==> config.mk <==
export PLATFORM = sky130hd
export DESIGN_NAME = oled_rect_cmd_sequencer_flat
export DESIGN_NICKNAME = d
export VERILOG_FILES = /design/src/rtl/oled_rect_cmd_sequencer_if.sv /design/src/rtl/oled_rect_cmd_sequencer.sv /design/src/flat_wrapper.sv
export SDC_FILE = /design/constraint.sdc
export NUM_CORES = 1
export LEC_CHECK = 0
export BUFFER_PORTS_ARGS = -buffer_cell sky130_fd_sc_hd__buf_2
export CAP_MARGIN = 15
export CORE_MARGIN = 2
export CORE_UTILIZATION = 25
export CTS_CLUSTER_SIZE = 14
export DETAILED_ROUTE_END_ITERATION = 7
export PLACE_DENSITY = 0.39
export SKIP_LAST_GASP = 1
export SLEW_MARGIN = 20
export SYNTH_ARGS = -nofsm -noshare
export SYNTH_HDL_FRONTEND = slang
export SYNTH_SLANG_ARGS = --single-unit
export TNS_END_PERCENT = 50
==> constraint.sdc <==
create_clock -name clk -period 2.05 [get_ports clk]
set_input_delay 0.205 -clock clk [delete_from_list [all_inputs] [get_ports clk]]
set_output_delay 0.205 -clock clk [all_outputs]
set_load 0.01 [all_outputs]
==> src/rtl/oled_rect_cmd_sequencer_if.sv <==
// oled_rect_cmd_sequencer_if: start/frame request plus SPI byte valid/ready stream and status
interface oled_rect_cmd_sequencer_if;
  logic        start;
  logic [87:0] cmd_bytes;
  logic [7:0]  tx_data;
  logic        tx_dc;
  logic        tx_valid;
  logic        tx_ready;
  logic        busy;
  logic        done;
  modport master (input start, cmd_bytes, tx_ready, output tx_data, tx_dc, tx_valid, busy, done);
  modport slave  (output start, cmd_bytes, tx_ready, input tx_data, tx_dc, tx_valid, busy, done);
endinterface

==> src/rtl/oled_rect_cmd_sequencer.sv <==
// oled_rect_cmd_sequencer: streams an 11-byte SSD1331 draw-rectangle frame with settle wait and one-deep pending request.
// Optional CLEAR_BEFORE_DRAW_EN prepends a full-screen clear-window command and its own settle wait.
module oled_rect_cmd_sequencer #(
  parameter int WAIT_CYCLES = 1000,
  parameter int CLR_COL_END = 95,
  parameter int CLR_ROW_END = 63
) (
  input logic clk,
  input logic rst,
  oled_rect_cmd_sequencer_if.master bus
);
  localparam int CW = $clog2(WAIT_CYCLES + 1);
  localparam logic [CW-1:0] CNT_LOAD = CW'(WAIT_CYCLES - 1);
`ifdef CLEAR_BEFORE_DRAW_EN
  typedef enum logic [2:0] {IDLE, CLEAR, CLR_WAIT, DRAW, DRAW_WAIT, DONE} state_t;
  localparam state_t FIRST = CLEAR;
  localparam logic [39:0] CLR = {8'(CLR_ROW_END), 8'(CLR_COL_END), 16'h0000, 8'h25};
`else
  typedef enum logic [2:0] {IDLE, DRAW, DRAW_WAIT, DONE} state_t;
  localparam state_t FIRST = DRAW;
`endif
  state_t        state_q, state_d;
  logic [3:0]    idx_q, idx_d;
  logic [CW-1:0] cnt_q, cnt_d;
  logic [87:0]   frame_q, frame_d, pframe_q, pframe_d;
  logic          pend_q, pend_d;
  logic          hs;
  assign hs = bus.tx_valid && bus.tx_ready;
  assign bus.tx_dc = 1'b0;
  assign bus.busy = state_q != IDLE;
  assign bus.done = state_q == DONE;
`ifdef CLEAR_BEFORE_DRAW_EN
  assign bus.tx_valid = state_q == DRAW || state_q == CLEAR;
  assign bus.tx_data = state_q == DRAW ? frame_q[{idx_q, 3'b000} +: 8] :
                       state_q == CLEAR ? CLR[{idx_q, 3'b000} +: 8] : 8'h00;
`else
  assign bus.tx_valid = state_q == DRAW;
  assign bus.tx_data = state_q == DRAW ? frame_q[{idx_q, 3'b000} +: 8] : 8'h00;
`endif
  always_comb begin
    state_d = state_q;
    idx_d = idx_q;
    cnt_d = cnt_q;
    frame_d = frame_q;
    pend_d = pend_q;
    pframe_d = pframe_q;
    // any start outside IDLE (DONE included) becomes the single pending frame, latest wins
    if (bus.start && state_q != IDLE) begin
      pend_d = 1'b1;
      pframe_d = bus.cmd_bytes;
    end
    case (state_q)
      IDLE: if (bus.start) begin
        frame_d = bus.cmd_bytes;
        state_d = FIRST;
      end
`ifdef CLEAR_BEFORE_DRAW_EN
      CLEAR: if (hs) begin
        idx_d = idx_q == 4'd4 ? 4'd0 : idx_q + 4'd1;
        state_d = idx_q == 4'd4 ? CLR_WAIT : CLEAR;
        cnt_d = idx_q == 4'd4 ? CNT_LOAD : cnt_q;
      end
      CLR_WAIT: begin
        state_d = cnt_q == '0 ? DRAW : CLR_WAIT;
        cnt_d = cnt_q == '0 ? cnt_q : cnt_q - CW'(1);
      end
`endif
      DRAW: if (hs) begin
        idx_d = idx_q == 4'd10 ? 4'd0 : idx_q + 4'd1;
        state_d = idx_q == 4'd10 ? DRAW_WAIT : DRAW;
        cnt_d = idx_q == 4'd10 ? CNT_LOAD : cnt_q;
      end
      DRAW_WAIT: begin
        state_d = cnt_q == '0 ? DONE : DRAW_WAIT;
        cnt_d = cnt_q == '0 ? cnt_q : cnt_q - CW'(1);
      end
      DONE: if (bus.start || pend_q) begin
        frame_d = bus.start ? bus.cmd_bytes : pframe_q;
        pend_d = 1'b0;
        state_d = FIRST;
      end else begin
        state_d = IDLE;
      end
      default: state_d = IDLE;
    endcase
  end
  always_ff @(posedge clk) begin
    if (rst) begin
      state_q <= IDLE;
      idx_q <= '0;
      cnt_q <= '0;
      frame_q <= '0;
      pend_q <= 1'b0;
      pframe_q <= '0;
    end else begin
      state_q <= state_d;
      idx_q <= idx_d;
      cnt_q <= cnt_d;
      frame_q <= frame_d;
      pend_q <= pend_d;
      pframe_q <= pframe_d;
    end
  end
endmodule

==> src/flat_wrapper.sv <==
// flat-port wrapper written by rule: the top's interface ports become plain ports
module oled_rect_cmd_sequencer_flat 
#(
  parameter int WAIT_CYCLES = 1000,
  parameter int CLR_COL_END = 95,
  parameter int CLR_ROW_END = 63
)
  (clk, rst, bus_start, bus_cmd_bytes, bus_tx_ready, bus_tx_data, bus_tx_dc, bus_tx_valid, bus_busy, bus_done);
  oled_rect_cmd_sequencer_if bus_i ();
  input logic clk;
  input logic rst;
  input wire logic [$bits(bus_i.start)-1:0] bus_start;
  input wire logic [$bits(bus_i.cmd_bytes)-1:0] bus_cmd_bytes;
  input wire logic [$bits(bus_i.tx_ready)-1:0] bus_tx_ready;
  output wire logic [$bits(bus_i.tx_data)-1:0] bus_tx_data;
  output wire logic [$bits(bus_i.tx_dc)-1:0] bus_tx_dc;
  output wire logic [$bits(bus_i.tx_valid)-1:0] bus_tx_valid;
  output wire logic [$bits(bus_i.busy)-1:0] bus_busy;
  output wire logic [$bits(bus_i.done)-1:0] bus_done;
  assign bus_i.start = bus_start;
  assign bus_i.cmd_bytes = bus_cmd_bytes;
  assign bus_i.tx_ready = bus_tx_ready;
  assign bus_tx_data = bus_i.tx_data;
  assign bus_tx_dc = bus_i.tx_dc;
  assign bus_tx_valid = bus_i.tx_valid;
  assign bus_busy = bus_i.busy;
  assign bus_done = bus_i.done;
  oled_rect_cmd_sequencer #(.WAIT_CYCLES(WAIT_CYCLES), .CLR_COL_END(CLR_COL_END), .CLR_ROW_END(CLR_ROW_END)) u_core (.clk(clk), .rst(rst), .bus(bus_i));
endmodule
==> run summary <==
fin worst setup slack = -0.219 ns
Reg clk slew, reported paths = 0.07 ns
Mean Syn Cell Area = 8.97 um2
cell taking the most area after synthesis = dfxtp_1
share of cells above drive strength 1 = 26.8%
post-synthesis sequential area ratio = 43.0%
Stages on worst setup path = 7
# H-tree levels = 4
largest net degree at the start of global routing = 61
Pleak = 5.03 nW
Post-synth ARST share = 0%
Die H = 194 um
Worst IR Drop VDD = 0.000617 V
Via Count = 7469
Final Cycle Share = 111%
Post-synth EDFFs = 0
WP data arrival = 2.06 ns
total nets after synthesis = 1095
Synth top area share = 43.0%
crit end category = primary output
port buffer count = 102
#FFs+latches synth = 193
synth cell count leaders = dfxtp_1 (193), nand2_1 (189), mux2i_1 (112), a21oi_1 (105), nor2_1 (97)
top_reg_cell synth = dfxtp_1
GR Util All Layers = 14.3%
gp weighted congestion = 0.777
FF-to-FF Start = u_core.idx_q[0]
cell chain of the critical path = buf_6 > clkbuf_16 > mux2_4 > a21oi_2 > o21ai_1 > a32o_2 > buf_2
Die W = 194 um
final slew viol count = 0
most frequent cell after synthesis = dfxtp_1
slowest CP cell = dfxtp_4
final setup fails = 9
Worst Hold Class = input pin to register
setup_tns = -1.51 ns
CTS max path bufs = 2
wire per inst = 16.6 um
# diodes = 0
Starting DRT DRC Count = 438
unrepaired setup endpoints after global routing = yes
Final HPWL DP = 18.5 mm
row cnt = 69
maximum capacitance violations = 0
grt ovf = 0
worst endpoint required time = 1.85 ns
Post-Syn Area = 0.00899 mm2
CTS Buf Count = 17
CTS sink cnt = 193
Die Area = 0.0375 mm2
critical path endpoint = bus_tx_data[6]
Routed WL = 27.1 mm
vias in the first global route = 7179
Area contributors post-synth = dfxtp_1 (43%), mux2i_1 (12%), a211oi_2 (8.4%), nand2_1 (7.9%), a21oi_1 (5.8%)
fin nets = 1261
CP startpoint = u_core.idx_q[0]
Non-Filler Instances = 1638
Rel. slew slack = 63.1%
Mapped Cells = 1002
final hold violation count = 0
Root Driver = clkbuf_16
antenna violations before repair = 0
io pins = 104
Slew @ Worst Pin = 0.554 ns
WP buf/inv = 3
placed cell count = 1519
critical path start-end classification = register to primary output
DRC = 0
CORE AREA = 0.0355 mm2
Clk Latency, worst-skew pair = 0.45 ns
final worst path period need = 2.27 ns
Worst R2R Setup Slack = -0.01 ns
Crit path max-delay family = compound AO/OA/AOI/OAI gates
Cell Pwr Density = 771 mW/mm2
element type at the critical path start = register
yosys warns = 0
First-pass DRT Iterations = 4
Initial Util = 25.3%
first-pass GRT wire length = 42.0 mm
post-synth cell types = 51
RR Endpoint = u_core.cnt_q[8]
number of routed nets with antenna violations = 0
Crit path largest cell delay = 0.37 ns
critical path peak fanout = 7
r2r worst-path depth = 7
vias per cell = 4.56
area added between synthesis and finish = 33.7%
CTS tree = done
Layout Utilization = 33.9%
failing checks = setup timing
max frequency = 441 MHz
clk_skew = 0.0109 ns
outcome = finished, violations left
Final Power = 0.00927 W
-- power by group --
| part | internal [W] | switching (W) |
|---|---|---|
| sequential | 0.00396 | 0.000143 |
| combinational | 0.000606 | 0.000638 |
| clock | 0.00242 | 0.00150 |
| total | 0.00699 | 0.00228 |
-- metal layers --
| metal | GRT usage [%] | wire length (um) | vias up |
|---|---|---|---|
| li1 | - | - | 3844 |
| met2 | 22.5 | 12200 | 119 |
| met1 | 20.0 | 13700 | 3491 |
| met3 | 2.95 | 941 | 15 |
| met4 | 3.73 | 355 | 0 |
| met5 | 0 | 0 | - |
-- per-stage QoR --
step                hold WS (ns)  cell area (um2)  setup WS [ns]
CTS                    0.0000206            11700         -0.223
global route             0.00125            12000         -0.288
detailed placement         0.446            10100         0.0522
floorplan                  0.341             8990          0.381
global placement           0.441            10100          0.144
finish                    0.0210            12000         -0.219
-- state kept, by name (all words and copies together) (netlist names) --
signal and flops:
u_core.frame_q 88, u_core.pframe_q 88, u_core.cnt_q 10, u_core.idx_q 4, u_core.state_q 2, u_core.pend_q 1
-- layout make-up --
| cell class | instances | area [um2] |
|---|---|---|
| Fill cell | 3639 | 23500 |
| Multi-Input combinational cell | 715 | 4870 |
| Sequential cell | 193 | 3870 |
| Timing Repair Buffer | 235 | 2010 |
| Tap cell | 461 | 577 |
| Clock buffer | 18 | 439 |
| Clock inverter | 10 | 234 |
| Inverter | 6 | 22.5 |
-- worst register-to-register path: stages, from the launching register on --
cell      delay, ns
dfxtp_4        0.37
buf_12         0.14
buf_8          0.13
and4bb_4       0.38
buf_4          0.14
a21oi_2        0.14
or4b_1         0.53
a31oi_1        0.17
-- cell families (layout without fill, tap and decap cells) --
group	Yosys count	count (layout)	share of synthesized area [%]
AO/OA/AOI/OAI	257	257	21.6
adder cells (fa/ha/maj)	1	1	0.139
AND/OR/NAND/NOR	327	327	15.4
XOR/XNOR	1	1	0.0975
other	1	1	0.0417
buffers and inverters	94	269	5.21
multiplexers	128	128	14.5
flip-flops	193	193	43.0
-- cells in the final DEF (no fill, tap or decap), types with 4 or more instances in the layout --
cell / instances
buf_2: 97
buf_6: 8
a211oi_1: 29
dlygate4sd3_1: 77
o21ai_1: 5
a21boi_2: 7
mux2i_1: 105
nor2b_1: 5
inv_1: 6
mux2_2: 6
nor3_1: 4
a21oi_2: 8
o21ai_0: 16
a32o_2: 8
mux2_4: 10
a211oi_2: 60
mux2i_2: 4
nand2_1: 187
nor2_1: 97
a22oi_1: 5
bufinv_16: 7
buf_12: 17
a31oi_1: 5
buf_4: 33
clkbuf_16: 18
a21oi_1: 97
dfxtp_1: 192
-- how the worst min path moves through the flow --
stage | startpoint | endpoint | slack, ns | depth (start not counted)
after floorplan | bus_cmd_bytes[0] | u_core.pframe_q[0] | 0.34 | 2
after global placement | u_core.pframe_q[7] | u_core.pframe_q[7] | 0.44 | 2
after detailed placement | u_core.pframe_q[55] | u_core.pframe_q[55] | 0.45 | 2
after CTS | bus_cmd_bytes[22] | u_core.pframe_q[22] | 0.00002 | 3
after global routing | bus_cmd_bytes[53] | u_core.pframe_q[53] | 0.001 | 3
final | bus_cmd_bytes[22] | u_core.pframe_q[22] | 0.02 | 3
-- repair_timing --
item | 4_1_cts | 5_1_grt
hold endpoints to repair | 77 | 0
buffers inserted | 3 | 9
cloned | 1 | 1
pin swaps | 0 | 23
resized for setup | 37 | 49
endpoints found under the setup margin | 8 | 8
hold buffers | 77 | 0
Power figures use the tool's default switching activity.
